`src/rtl/fifo_rd_ptr.sv`:
```
// Read-side pointer controller for a single-clock FIFO: owns the read address,
// derives occupancy/empty flags against the writer's pointer, and times read-data valid.
module fifo_rd_ptr #(
  parameter int ADDR_WIDTH = 4,
  parameter int AE_THRESH  = 2,
  parameter int RD_LATENCY = 1
) (
  input  logic                  clk,
  input  logic                  reset,
  input  logic                  rd_en,
  input  logic [ADDR_WIDTH:0]   wr_ptr,
  input  logic                  clr_err,
  output logic [ADDR_WIDTH-1:0] rd_addr,
  output logic [ADDR_WIDTH:0]   rd_ptr,
  output logic [ADDR_WIDTH:0]   count,
  output logic                  empty,
  output logic                  almost_empty,
  output logic                  rd_valid,
  output logic                  underflow,
  output logic                  ptr_err
);

  localparam int PW = ADDR_WIDTH + 1;
  localparam logic [PW-1:0] DEPTH_C = {1'b1, {ADDR_WIDTH{1'b0}}};
  localparam logic [PW-1:0] AE_C    = PW'(AE_THRESH);

  logic [PW-1:0]         rd_ptr_q, rd_ptr_d;
  logic [RD_LATENCY-1:0] vld_q, vld_d;
  logic                  underflow_q, underflow_d;
  logic                  ptr_err_q, ptr_err_d;
  logic                  accept;

  // Wrap bit makes full (count == DEPTH) distinct from empty (count == 0).
  assign count        = wr_ptr - rd_ptr_q;
  assign empty        = (count == '0);
  assign almost_empty = (count <= AE_C);
  assign accept       = rd_en & ~empty;

  always_comb begin
    rd_ptr_d = rd_ptr_q;
    if (accept) begin
      rd_ptr_d = rd_ptr_q + PW'(1);
    end
    vld_d    = '0;
    vld_d[0] = accept;
    for (int i = 1; i < RD_LATENCY; i++) begin
      vld_d[i] = vld_q[i-1];
    end
    // Set takes priority over a same-cycle clear.
    underflow_d = (rd_en & empty) | (underflow_q & ~clr_err);
    ptr_err_d   = (count > DEPTH_C) | (ptr_err_q & ~clr_err);
  end

  always_ff @(posedge clk or posedge reset) begin
    if (reset) begin
      rd_ptr_q    <= '0;
      vld_q       <= '0;
      underflow_q <= 1'b0;
      ptr_err_q   <= 1'b0;
    end else begin
      rd_ptr_q    <= rd_ptr_d;
      vld_q       <= vld_d;
      underflow_q <= underflow_d;
      ptr_err_q   <= ptr_err_d;
    end
  end

  assign rd_ptr    = rd_ptr_q;
  assign rd_addr   = rd_ptr_q[ADDR_WIDTH-1:0];
  assign rd_valid  = vld_q[RD_LATENCY-1];
  assign underflow = underflow_q;
  assign ptr_err   = ptr_err_q;

endmodule

```
`config.mk`:
```
export PLATFORM = sky130hd
export DESIGN_NAME = fifo_rd_ptr
export DESIGN_NICKNAME = d
export VERILOG_FILES = /design/src/rtl/fifo_rd_ptr.sv
export SDC_FILE = /design/constraint.sdc
export NUM_CORES = 1
export LEC_CHECK = 0
export ABC_CLOCK_PERIOD_IN_PS = 2300
export CAP_MARGIN = 20
export CORE_MARGIN = 10
export CORE_UTILIZATION = 36
export DETAILED_ROUTE_END_ITERATION = 16
export PLACE_DENSITY = 0.78
export SYNTH_ARGS = -nofsm -noshare
export SYNTH_HDL_FRONTEND = slang
export SYNTH_SLANG_ARGS = --single-unit
```
`constraint.sdc`:
```
create_clock -name clk -period 2.3 [get_ports clk]
set_clock_uncertainty 0.2 [all_clocks]
set_input_delay 0.23 -clock clk [delete_from_list [all_inputs] [get_ports clk]]
set_output_delay 0.23 -clock clk [all_outputs]
set_load 0.01 [all_outputs]
```
== Word-level counts from Yosys, hierarchy flattened ==
Cells that the tools add are included.

* Bits in registers: 8
* Output and inout bits: 19
* Word-level logic and storage cells: 17

* Add/sub/neg operators: 2
* Order comparisons: 2
* Bitwise operators: 8
* Reductions and logical operators: 1

{| class="wikitable"
|+ Operators with widths
! kind !! count
|-
| $add A5 B1 Y5 const B || 1
|-
| $gt A5 B5 Y1 const B || 1
|-
| $le A5 B2 Y1 const B || 1
|-
| $logic_not A5 Y1 || 1
|-
| $sub A5 B5 Y5 || 1
|-
| $and A1 B1 Y1 || 4
|-
| $not A1 Y1 || 2
|-
| $or A1 B1 Y1 || 2
|}

== Longest topological paths before layout ==
Gate-level depths: netlist (run 1).

* Depth in word-level cells: 4
* Gate-level depth with buffers: 8
* Gate-level depth less buffers: 8

== Worst setup path after synthesis (run 1) ==
OpenSTA, ideal clock, no wires.

* Path type: reg-to-output
* Start: register rd_ptr_q[0], in the netlist rd_ptr[0]
* End: output port almost_empty
* Arrival: 2.335 ns
* Required time: 1.870 ns
* Setup slack: -0.465 ns
* Stages on the path, launching flop included: 8
* Path through: dfrtp_1 > ha_1 > fa_1 > nand2b_1 > a21oi_1 > xnor2_2 > inv_1 > a2111oi_1

* Cells in the longest elaborated chain, start to end: 2

{| class="wikitable"
|+ RTL lines
! item !! line !! RTL
|-
| start, declared || 27 || <nowiki>logic [PW-1:0] rd_ptr_q, rd_ptr_d;</nowiki>
|-
| start signal, assigned || 61 || <nowiki>rd_ptr_q <= rd_ptr_d;</nowiki>
|-
| $sub A5 B5 Y5 || 34 || <nowiki>assign count = wr_ptr - rd_ptr_q;</nowiki>
|-
| named net count[4] || 15 || <nowiki>output logic [ADDR_WIDTH:0] count,</nowiki>
|-
| $le A5 B2 Y1 || 36 || <nowiki>assign almost_empty = (count <= AE_C);</nowiki>
|-
| end, declared || 17 || <nowiki>output logic almost_empty,</nowiki>
|}

The timed path passes the listed nets, and every way through them passes these cells.

== Final worst setup path (run 1) ==
* Start: register rd_ptr_q[0], in the netlist rd_ptr[0]
* End: output port almost_empty

* Cells in the longest elaborated chain, start to end: 2

{| class="wikitable"
|+ RTL lines
! item !! line
|-
| $sub A5 B5 Y5 || 34
|-
| $le A5 B2 Y1 || 36
|}

Every way passes these cells.

==> flow_summary.toml, run 1 <==
[routing]
drt_first_pass_iters = 4
drcViolationCount = 0
routed_wl_mm = 2.15
vias = 618
postRouteAntennaNets = 0
vias_per_cell = 4.83
first_iter_violations = 2
post_drt_wl_per_cell_um = 16.8

[worst_setup_path]
cp.required_ps = 1870
setup.worst_path.end = "almost_empty"
reg2reg_to = "rd_ptr[1]"
cp-start-kind = "register"
crit_fanout = 2
r2r_cells = 9
worstSetupPathType = "reg -> out"
cp.arrival_ps = 2150
end_kind = "output pin"
crit-reg2reg-launch = "rd_ptr[0]"
rrSetupSlack_ps = -240
crit_start = "rd_ptr[0]"

[grt]
grt_max_degree = 9
antenna_found_initial = 0
overflow = 0
grt_usage = 0.120
grt_pass1_vias = 725
grt_pass1_wl_mm = 3.36

[cells_and_area]
areaGrowthSynthToFinish_pct = 101
layout.nets = 128
diodes = 0
drive_above_1_share = 0.518
final_cell_area_um2 = 1230

[timing]
min_period_ps = 2580
slew_viol_final = 0
tightest_slew_ps = 344
setup_viol = 11
slew_headroom = 0.770
max_freq_mhz = 387
fin_setup_tns_ps = -1580
rsz0062_at_grt = "yes"
hold_viol = 0
setup_slack_ps = -284
period_share = 1.12

[floorplan]
die_h_um = 61.2
die-area_um2 = 3740
std_cell_rows = 14
io_pins = 28
initial_core_util = 0.392
fp.dieW_um = 61.2
design.core.area_um2 = 1560

[power]
vdd_drop_max_mv = 1.21
seqPwrFrac = 0.117
netSwitchingFraction = 0.423
netSwitchingPower_mw = 0.950
leakagePower_nw = 0.571
clockPowerShare = 0.051
power_density_nw_per_um2 = 1830
combPwrFrac = 0.833
internal_power_mw = 1.30

[clock_tree]
cts_buffer_depth = 2
clock-sinks = 8
clk_pin_slew_ps = 60
cts_tree = "built"
cts_max_level = 1
insertion_delay_ps = 250
root_buffer = "clkbuf_4"
cts_inserted_buffers = 3

[placed_design]
pre_cts_ws_ps = -826
dpl_cell_area_um2 = 1050
gp_congestion = 0.807
io_buffers = 27
dpl.hpwl_mm = 1.52

[logic_synthesis]
synth_cell_types = 22
ys.flop_type = "dfrtp_1"
synth-compound-area-share = 0.117
synthTopCellsByArea = "dfrtp_1 33%, ha_1 10%, inv_1 6.8%"
synth_top_area_share = 0.328
synthSimpleGateAreaFrac = 0.115
async_flop_share = 1.00
synth.ff_latch_count = 8
yosys.area.top_type = "dfrtp_1"
synth_fp_nets = 75
synth-xor-area-share = 0.139
yosys-top-cells-count = "11 x inv_1, 8 x dfrtp_1, 5 x a21oi_1, 5 x ha_1"
synth.mux.area_fraction = 0.0492
yosysWarnings = 0
synth-edff-count = 0
synth.most_common_cell = "inv_1"
synth_adder_area_share = 0.135
syn_inst = 60
syn_area_um2 = 611
synth.yosys.seq_area_share = 0.328
synth_top_family_by_area = "XOR/XNOR gates"
synth_area_per_cell_um2 = 10.2

[run]
maxCapViolCount = 0

[outcome]
violations = "negative setup slack"
outcome = "finished, violations left"

[worst_hold_path]
worst_hold_path_type = "in -> async"
-- critical path: stages (launching register included) --
cell,delay (ps)
dfrtp_2,430
ha_4,170
fa_2,340
nand2b_4,160
a21oi_4,140
xnor2_2,140
inv_2,80
a2111oi_4,260
buf_2,190
-- metrics by stage --
stage / power, mW / utilization / hold WS (ps) / cells
floorplan: 1.05 / - / -154 / 60
CTS: 2.08 / 0.750 / 22.3 / 126
global placement: 1.78 / 0.677 / 280 / 117
detailed placement: 1.83 / 0.677 / 281 / 117
finish: 2.25 / 0.788 / 34.2 / 128
global route: 2.38 / 0.788 / 63.4 / 128
-- cells in the final DEF, fill, tap and decap left out, types with 3 or more instances in the layout --
cell type / n
xnor2_1: 3
buf_6: 14
clkdlybuf4s50_1: 20
dfrtp_1: 7
clkbuf_4: 3
ha_1: 3
inv_1: 8
inv_2: 3
a21oi_4: 3
buf_4: 14
-- worst min path at each step --
stage,depth (start not counted),slack [ps],start,to
after global placement,1,280,ptr_err,ptr_err
after global routing,2,60,reset,rd_ptr[2]
after floorplan,1,-150,reset,ptr_err
final,2,30,reset,rd_ptr[2]
after detailed placement,1,280,ptr_err,ptr_err
after CTS,2,20,reset,rd_valid
-- repair_timing --
action,in CTS,in global routing
cloned,0,0
setup buffers,5,2
setup endpoints to repair,13,14
resized for setup,35,17
pin swaps,13,7
hold buffers,0,0
-- routing by layer --
| metal | global-route usage | vias up | part of all wire |
|---|---|---|---|
| met1 | 0.116 | 299 | 0.38 |
| met5 | 0 | - | 0 |
| met2 | 0.240 | 19 | 0.56 |
| li1 | - | 298 | - |
| met4 | 0.0195 | 0 | 0.0037 |
| met3 | 0.0412 | 2 | 0.061 |
-- registers in the layout, indices dropped and copies added (netlist names) --
signal,cells
underflow,1
rd_ptr,5
rd_valid,1
ptr_err,1
-- power by group through the flow --
stage	Combinational, mW	Sequential (mW)	Clock [mW]
4_1_cts	1.70	0.261	0.120
3_5_place_dp	1.57	0.261	0
3_3_place_gp	1.52	0.256	0
6_report	1.87	0.262	0.114
5_1_grt	1.98	0.269	0.131
2_1_floorplan	0.744	0.310	0
-- kinds of logic (layout without fill, tap and decap cells) --
| logic type | count (synthesis) | count (layout) |
|---|---|---|
| flip-flops | 8 | 8 |
| AO/OA/AOI/OAI | 9 | 9 |
| AND/OR/NAND/NOR | 12 | 12 |
| XOR/XNOR | 8 | 8 |
| buffers and inverters | 15 | 67 |
| adder cells (fa/ha/maj) | 6 | 6 |
| multiplexers | 2 | 2 |
-- layout make-up --
cell class	count	area, um2
clock buffer	4	26.3
fill	106	330
inverter	11	41.3
multi-input combinational	37	453
sequential	8	201
tap	16	20.0
timing repair buffer	52	487
(Power assumes the default switching activity.)
==> inputs of run 2 (changes only) <==
--- a/config.mk
+++ b/config.mk
@@ -10,6 +10,8 @@
 export CORE_MARGIN = 10
 export CORE_UTILIZATION = 36
 export DETAILED_ROUTE_END_ITERATION = 16
+export GPL_TIMING_DRIVEN = 0
+export MAX_ROUTING_LAYER = met4
 export PLACE_DENSITY = 0.78
 export SYNTH_ARGS = -nofsm -noshare
 export SYNTH_HDL_FRONTEND = slang
==> run 2 against run 1 <==
  * The run still ends with negative setup slack left
  * Cell area is 8.5% lower
  * Utilization is 6.7 points lower
  * Total power fell by 8.1%
  * Critical path type unchanged
==> flow_summary.toml, run 2 (synthesis gave the netlist of run 1 again) <==
[routing]
dr_wl_met3_um = 130
wl_met1_um = 725
post_drt_wl_per_cell_um = 16.0
vias_per_cell = 4.83
vias = 570
drcViolationCount = 0
routed_wl_mm = 1.89
drt_first_pass_iters = 1
postRouteAntennaNets = 0
top_layer = "met4"
wl_met2_um = 977
first_iter_violations = 0

[worst_setup_path]
rrSetupSlack_ps = -300
crit_fanout = 3
crit-reg2reg-launch = "rd_ptr[0]"
reg2reg_to = "rd_ptr[1]"
worstSetupPathType = "reg -> out"
cp.arrival_ps = 2180
end_kind = "output pin"
cp-start-kind = "register"
cp.required_ps = 1870
r2r_cells = 9

[timing]
setup_slack_ps = -308
rsz0062_at_grt = "yes"
tightest_slew_ps = 437
min_period_ps = 2610
max_freq_mhz = 383
hold_viol = 0
slew_headroom = 0.706
period_share = 1.13
slew_viol_final = 0
setup_viol = 10

[cells_and_area]
multi_input_area_um2 = 454
diodes = 0
areaGrowthSynthToFinish_pct = 84.2
final_cell_area_um2 = 1120
n_fill_cell = 104
final_common_cell = "clkdlybuf4s50_1"
layout.nets = 118
ff_latch_area_um2 = 204
largest_reg_flops = 5
layout_common_cells = "20 x clkdlybuf4s50_1, 14 x buf_4, 7 x inv_1, 5 x dfrtp_1, 4 x xnor2_1"
drive_above_1_share = 0.441

[placed_design]
gp_congestion = 0.807
dpl.hpwl_mm = 1.39
io_buffers = 27
dpl_cell_area_um2 = 950
pre_cts_ws_ps = -1030

[power]
power_density_nw_per_um2 = 1840
combPwrFrac = 0.804
vdd_drop_max_mv = 0.999
clockPowerShare = 0.058
netSwitchingPower_mw = 0.888
leakagePower_nw = 0.504
seqPwrFrac = 0.138
internal_power_mw = 1.18
netSwitchingFraction = 0.430

[grt]
antenna_found_initial = 0
grt_max_degree = 9
grt_pass1_vias = 611
overflow = 0
grt_pass1_wl_mm = 3.03
grt_usage = 0.110

[floorplan]
die_h_um = 61.2
fp.dieW_um = 61.2
std_cell_rows = 14
design.core.area_um2 = 1560
die-area_um2 = 3740
initial_core_util = 0.392
io_pins = 28

[clock_tree]
insertion_delay_ps = 260
root_buffer = "clkbuf_4"
cts_inserted_buffers = 3
clock-sinks = 8
cts_buffer_depth = 2
clk_pin_slew_ps = 60
cts_max_level = 1
hold_buffers = 0
cts_tree = "built"

[outcome]
violations = "negative setup slack"
outcome = "finished, violations left"

[worst_hold_path]
worst_hold_path_type = "in -> async"

[run]
maxCapViolCount = 0
[run 2: worst max-delay path: stages (launching register included)]
cell,delay [ps]
dfrtp_2,430
ha_4,170
fa_2,560
inv_4,60
nor4_4,270
mux2_4,190
and2_4,140
buf_6,90
[run 2: worst max path at each step]
stage / from / endpoint / slack (ps) / depth (start not counted)
2_1_floorplan: rd_ptr[0] / rd_ptr[1] / -180 / 7
3_3_place_gp: wr_ptr[0] / almost_empty / -1010 / 10
3_5_place_dp: wr_ptr[0] / almost_empty / -1030 / 10
4_1_cts: rd_ptr[0] / empty / -290 / 8
5_1_grt: rd_ptr[0] / empty / -400 / 7
6_report: rd_ptr[0] / empty / -310 / 7
[run 2: per-layer routing]
metal,global-route usage,up-vias
li1,-,281
met1,0.113,265
met2,0.194,18
met3,0.0391,6
met4,0.0293,0
met5,-,-
[run 2: per-stage QoR]
step	TNS [ps]	util	total power, mW	hold slack [ps]	std cells
floorplan	-520	-	1.05	-154	60
global placement	-5390	0.609	1.56	276	103
detailed placement	-5730	0.609	1.60	288	103
CTS	-1270	0.705	2.00	31.8	117
global route	-2460	0.722	2.21	37.4	118
finish	-1620	0.722	2.07	12.6	118
[run 2: area by class of cell]
type	count	share of cell area
well taps	16	0.0178
plain buffers	4	0.0267
flip-flops and latches	8	0.181
inverters	11	0.0389
clock buffers	4	0.0234
repair buffers	38	0.308
multi-input cells	37	0.404
[run 2: timing repair]
item                                    in CTS  in global routing
buffers inserted                            10                  1
resized for setup                           29                  9
pin swaps                                    9                  3
endpoints found under the setup margin      12                 12
[run 2: power by group through the flow]
| stage | Combinational (mW) | Clock [mW] | Sequential, mW |
|---|---|---|---|
| after global routing | 1.78 | 0.134 | 0.295 |
| after global placement | 1.27 | 0 | 0.291 |
| after CTS | 1.60 | 0.118 | 0.283 |
| after floorplan | 0.744 | 0 | 0.310 |
| after detailed placement | 1.31 | 0 | 0.295 |
| final | 1.66 | 0.119 | 0.285 |
